**src/rtl/lenet_stage_sequencer.sv**
```systemverilog
// Valid/settle sequencer for the four LeNet pipeline registers (image, conv2 in, conv3 in, output).
// Optional performance counters are built when LENET_SEQ_PERF_EN is defined.
module lenet_stage_sequencer #(
  parameter int S1_CYC = 3,
  parameter int S2_CYC = 2,
  parameter int S3_CYC = 1
) (
  input  logic       clk,
  input  logic       reset_n,
  input  logic       in_valid,
  output logic       in_ready,
  input  logic       flush,
  output logic [3:0] load_en,
  output logic       out_valid,
  input  logic       out_ready,
  output logic       busy
`ifdef LENET_SEQ_PERF_EN
  ,
  output logic [15:0] frame_cnt,
  output logic [15:0] stall_cnt
`endif
);

  // A settle time of zero still needs one cycle for the register to capture.
  localparam int S1E  = (S1_CYC < 1) ? 1 : S1_CYC;
  localparam int S2E  = (S2_CYC < 1) ? 1 : S2_CYC;
  localparam int S3E  = (S3_CYC < 1) ? 1 : S3_CYC;
  localparam int SMX  = (S1E > S2E) ? ((S1E > S3E) ? S1E : S3E) : ((S2E > S3E) ? S2E : S3E);
  localparam int CW   = (SMX > 1) ? $clog2(SMX) : 1;

  localparam logic [1:0] ST_IDLE   = 2'd0;
  localparam logic [1:0] ST_ACTIVE = 2'd1;
  localparam logic [1:0] ST_FLUSH  = 2'd2;

  logic [3:0] v_reg, v_next;
  logic [1:0] state_reg, state_next;
  logic [2:0] settled;
  logic [2:0] adv;
  logic       drain3;

  genvar gi;
  generate
    for (gi = 0; gi < 3; gi++) begin : g_settle
      localparam int SE = (gi == 0) ? S1E : ((gi == 1) ? S2E : S3E);
      localparam logic [CW-1:0] LD = CW'(SE - 1);
      logic [CW-1:0] cnt_reg;

      always_ff @(posedge clk or negedge reset_n) begin
        if (!reset_n) begin
          cnt_reg <= '0;
        end else if (flush) begin
          cnt_reg <= '0;
        end else if (load_en[gi]) begin
          cnt_reg <= LD;
        end else if (cnt_reg != '0) begin
          cnt_reg <= cnt_reg - CW'(1);
        end
      end

      assign settled[gi] = v_reg[gi] && (cnt_reg == '0);
    end
  endgenerate

  // Advance decisions ripple from the output slot back to the image buffer,
  // so a slot freed this cycle can be refilled in the same cycle.
  always_comb begin
    drain3   = v_reg[3] && out_ready && !flush;
    adv[2]   = !flush && settled[2] && (!v_reg[3] || drain3);
    adv[1]   = !flush && settled[1] && (!v_reg[2] || adv[2]);
    adv[0]   = !flush && settled[0] && (!v_reg[1] || adv[1]);
    in_ready = !flush && (!v_reg[0] || adv[0]);
    load_en  = {adv, in_valid && in_ready};
    if (flush) begin
      v_next = 4'b0000;
    end else begin
      v_next = load_en | (v_reg & ~{drain3, adv});
    end
  end

  always_comb begin
    state_next = state_reg;
    if (flush) begin
      state_next = ST_FLUSH;
    end else begin
      case (state_reg)
        ST_IDLE:   state_next = load_en[0] ? ST_ACTIVE : ST_IDLE;
        ST_ACTIVE: state_next = (v_next != 4'b0000) ? ST_ACTIVE : ST_IDLE;
        ST_FLUSH:  state_next = load_en[0] ? ST_ACTIVE : ST_IDLE;
        default:   state_next = ST_IDLE;
      endcase
    end
  end

  always_ff @(posedge clk or negedge reset_n) begin
    if (!reset_n) begin
      v_reg     <= 4'b0000;
      state_reg <= ST_IDLE;
    end else begin
      v_reg     <= v_next;
      state_reg <= state_next;
    end
  end

  assign out_valid = v_reg[3];
  assign busy      = |v_reg;

`ifdef LENET_SEQ_PERF_EN
  logic [15:0] frame_cnt_reg;
  logic [15:0] stall_cnt_reg;

  // Flush deliberately leaves the counters alone; only reset clears them.
  always_ff @(posedge clk or negedge reset_n) begin
    if (!reset_n) begin
      frame_cnt_reg <= 16'h0000;
      stall_cnt_reg <= 16'h0000;
    end else begin
      if (drain3) begin
        frame_cnt_reg <= frame_cnt_reg + 16'h0001;
      end
      if (v_reg[3] && !out_ready && (stall_cnt_reg != 16'hFFFF)) begin
        stall_cnt_reg <= stall_cnt_reg + 16'h0001;
      end
    end
  end

  assign frame_cnt = frame_cnt_reg;
  assign stall_cnt = stall_cnt_reg;
`endif

endmodule
```
**config.mk**
```make
export PLATFORM = sky130hd
export DESIGN_NAME = lenet_stage_sequencer
export DESIGN_NICKNAME = d
export VERILOG_FILES = /design/src/rtl/lenet_stage_sequencer.sv
export SDC_FILE = /design/constraint.sdc
export NUM_CORES = 1
export LEC_CHECK = 0
export CAP_MARGIN = 20
export CORE_UTILIZATION = 49
export CTS_BUF_LIST = sky130_fd_sc_hd__clkbuf_16
export CTS_CLUSTER_DIAMETER = 40
export DETAILED_ROUTE_END_ITERATION = 12
export PLACE_DENSITY = 0.76
export SYNTH_ARGS = -nofsm -noshare
export SYNTH_HDL_FRONTEND = slang
export SYNTH_SLANG_ARGS = --single-unit
export TNS_END_PERCENT = 5
```
**constraint.sdc**
```tcl
create_clock -name clk -period 2.05 [get_ports clk]
set_input_delay 0.41 -clock clk [delete_from_list [all_inputs] [get_ports clk]]
set_output_delay 0.41 -clock clk [all_outputs]
set_load 0.005 [all_outputs]
```
==> impl_metrics.ini <==
[pwr]
p_sw_w = 0.0003622
p_leak_nw = 0.4490
p_per_area_mw_per_mm2 = 1192
p_seq_frac = 0.252
peakVddDrop_v = 0.0008608
p_int_w = 0.0007627
combinationalPowerShare = 0.439
clockPowerShare = 0.308
p_total_w = 0.001125
switching_share = 0.3220

[place]
numPortBuffers = 11
post-dp-hpwl_mm = 1.084
preCtsSetupSlack_ns = -0.3020
place.gp.congestion = 0.7744
dp.cells = 102

[route]
via_per_inst = 5.701
finalWirelength_mm = 1.558
ant_nets = 0
avgRoutedWirePerCell_um = 14.56
drtIter0Drc = 9
firstDrtPassIters = 4
vias = 610
drt_drc_violations_left = 0

[die]
fp-row-count = 12
die_area_mm2 = 0.001464
fp.dieH_um = 38.27
pin_count = 12
initial_core_util = 0.5502
core_area_mm2 = 0.001171
die_w_um = 38.27

[cts]
clk_pin_slew_worst_paths_ns = 0.04
clock-root-buffer = clkbuf_16
cts.path.max_buffers = 2
clock_sinks = 10
numCtsBuffers = 3
cts_tree = yes
clk-insertion-delay-late_ns = 0.24
htree_levels = 1

[run_status]
violations = negative setup slack
status = complete, but fails checks

[setup_path]
r2r-start = g_settle[2].cnt_reg[0]
crit_required_ns = 1.64
critical_path_class = flip-flop to primary output
startpoint = g_settle[2].cnt_reg[0]
cp-start-kind = flip-flop
path_max_fanout = 4
cp.arrival_ns = 1.80
end_kind = primary output

[synthesis]
synth_area_um2 = 644.4
avgSynthCellArea_um2 = 9.476
syn_inst = 68
synth_fp_nets = 76
ys_warn_count = 0
synth-seq-area-share = 0.3883
synth_edf_count = 0
synth-main-ff-cell = dfrtp_1
synth_cell_type_count = 29
synth_seq_cells = 10
async_flop_share = 1.000

[grt]
grt_pass1_wl_mm = 2.532
grt_pass1_vias = 603
overflow = 0
grt_start_max_net_pins = 11
grt_antenna_before_repair = 0
grt.total_usage = 0.2556

[layout]
nFillCells = 71
area_growth_pct = 46.41
antennaDiodeCount = 0
fin_nets = 102
multiInputGateArea_um2 = 365.4
seqCellArea_um2 = 251.5
layout.cells.non_filler = 107
largest_reg_flops = 6
drive_gt1_frac = 0.3011

[timing]
setup_slack_ns = -0.1590
grt_setup_unrepaired = yes
slew_headroom = 0.6878
setup_violations = 1
skew_ns = 0.003007
fin_crit_ns = 2.209
hold_viol_final = 0
fin_setup_tns_ns = -0.1590
drv_slew = 0
finalCritPeriodShare = 1.078
tightest_slew_ns = 0.4669
fmax_mhz = 452.7

[min_path]
hold_path.class = input port to async pin

[job]
drv_cap = 0
[routing by layer]
layer  up-vias  GRT usage  wire, um
met4         0     0.1250        38
met3         4    0.02326        90
met5         -          0         0
met1       290     0.2889       681
met2        22     0.4703       748
li1        294          -         -
[path summary, 6_finish.rpt]
path | slack (ns) | endpoint | cells past startpoint
setup / recovery | -0.16 | load_en[1] | 6
hold reg to reg | 0.59 | g_settle[2].cnt_reg[0] | 1
setup reg to reg | 0.49 | g_settle[2].cnt_reg[1] | 7
min in group clk | 0.59 | g_settle[2].cnt_reg[0] | 1
hold / removal | 0.50 | v_reg[0] | 1
max in group asynchronous | 1.21 | v_reg[1] | 1
[synth_stat cells (2+ instances only)]
library cell,instances,share of area
a311oi_1,3,0.041
ha_1,3,0.058
nor3_1,2,0.016
dfrtp_1,10,0.39
nor2_1,5,0.029
nand2_1,7,0.041
xor2_1,3,0.041
a21oi_1,7,0.054
inv_1,8,0.047
[metrics by stage]
| stage | cell area, um2 | hold slack (ns) | utilization |
|---|---|---|---|
| floorplan | 644.4 | 0.1144 | - |
| global placement | 842.1 | 0.5776 | 0.7190 |
| detailed placement | 842.1 | 0.5902 | 0.7190 |
| CTS | 938.4 | 0.5009 | 0.8013 |
| global route | 943.4 | 0.5455 | 0.8056 |
| finish | 943.4 | 0.4983 | 0.8056 |
[power by group through the flow]
| stage | logic [W] | registers (W) | clock network (W) |
|---|---|---|---|
| 2_1_floorplan | 0.000328 | 0.000278 | 0 |
| 3_3_place_gp | 0.000452 | 0.000282 | 0 |
| 3_5_place_dp | 0.000468 | 0.000285 | 0 |
| 4_1_cts | 0.000494 | 0.000284 | 0.000349 |
| 5_1_grt | 0.000544 | 0.000289 | 0.000358 |
| 6_report | 0.000494 | 0.000284 | 0.000347 |
[placed cells by master, fill, tap and decap left out, drive strengths merged, types with 2 or more instances in the layout]
cell type and n:
xor2 3, dfrtp 10, a311oi 4, nor2 5, inv 8, dlygate4sd2 4, ha 3, nor3 2
a21oi 7, buf 13, clkdlybuf4s50 5, nand2 7, nand2b 2, clkbuf 4
[area by class of cell]
cell class,count,share of cell area
multi-input combinational,47,0.3873
sequential,10,0.2666
timing repair buffer,24,0.2122
clock buffer,3,0.07958
inverter,8,0.03183
tap,14,0.01857
clock inverter,1,0.003979
[critical path, cell delays in order, from the launching register on]
cell             delay [ns]
dfrtp_1                0.36
inv_1                  0.06
ha_2                   0.19
nor2b_4                0.18
a21oi_1                0.11
nor2_1                 0.14
clkdlybuf4s50_1        0.51
[cells by family (layout without fill, tap and decap cells)]
group,after synthesis,count (layout),share of synthesized area
AO/OA/AOI/OAI,20,20,0.2505
XOR/XNOR,3,3,0.04078
adder cells (fa/ha/maj),3,3,0.05826
buffers and inverters,11,36,0.07766
flip-flops,10,10,0.3883
AND/OR/NAND/NOR,21,21,0.1845
[what timing repair did]
| action | in CTS | in global routing |
|---|---|---|
| setup endpoints to repair | 6 | 4 |
| pin swaps | 0 | 1 |
| resized for setup | 9 | 4 |
| hold buffers | 0 | 0 |
| buffers inserted | 1 | 0 |
Power figures use the tool's default switching activity.
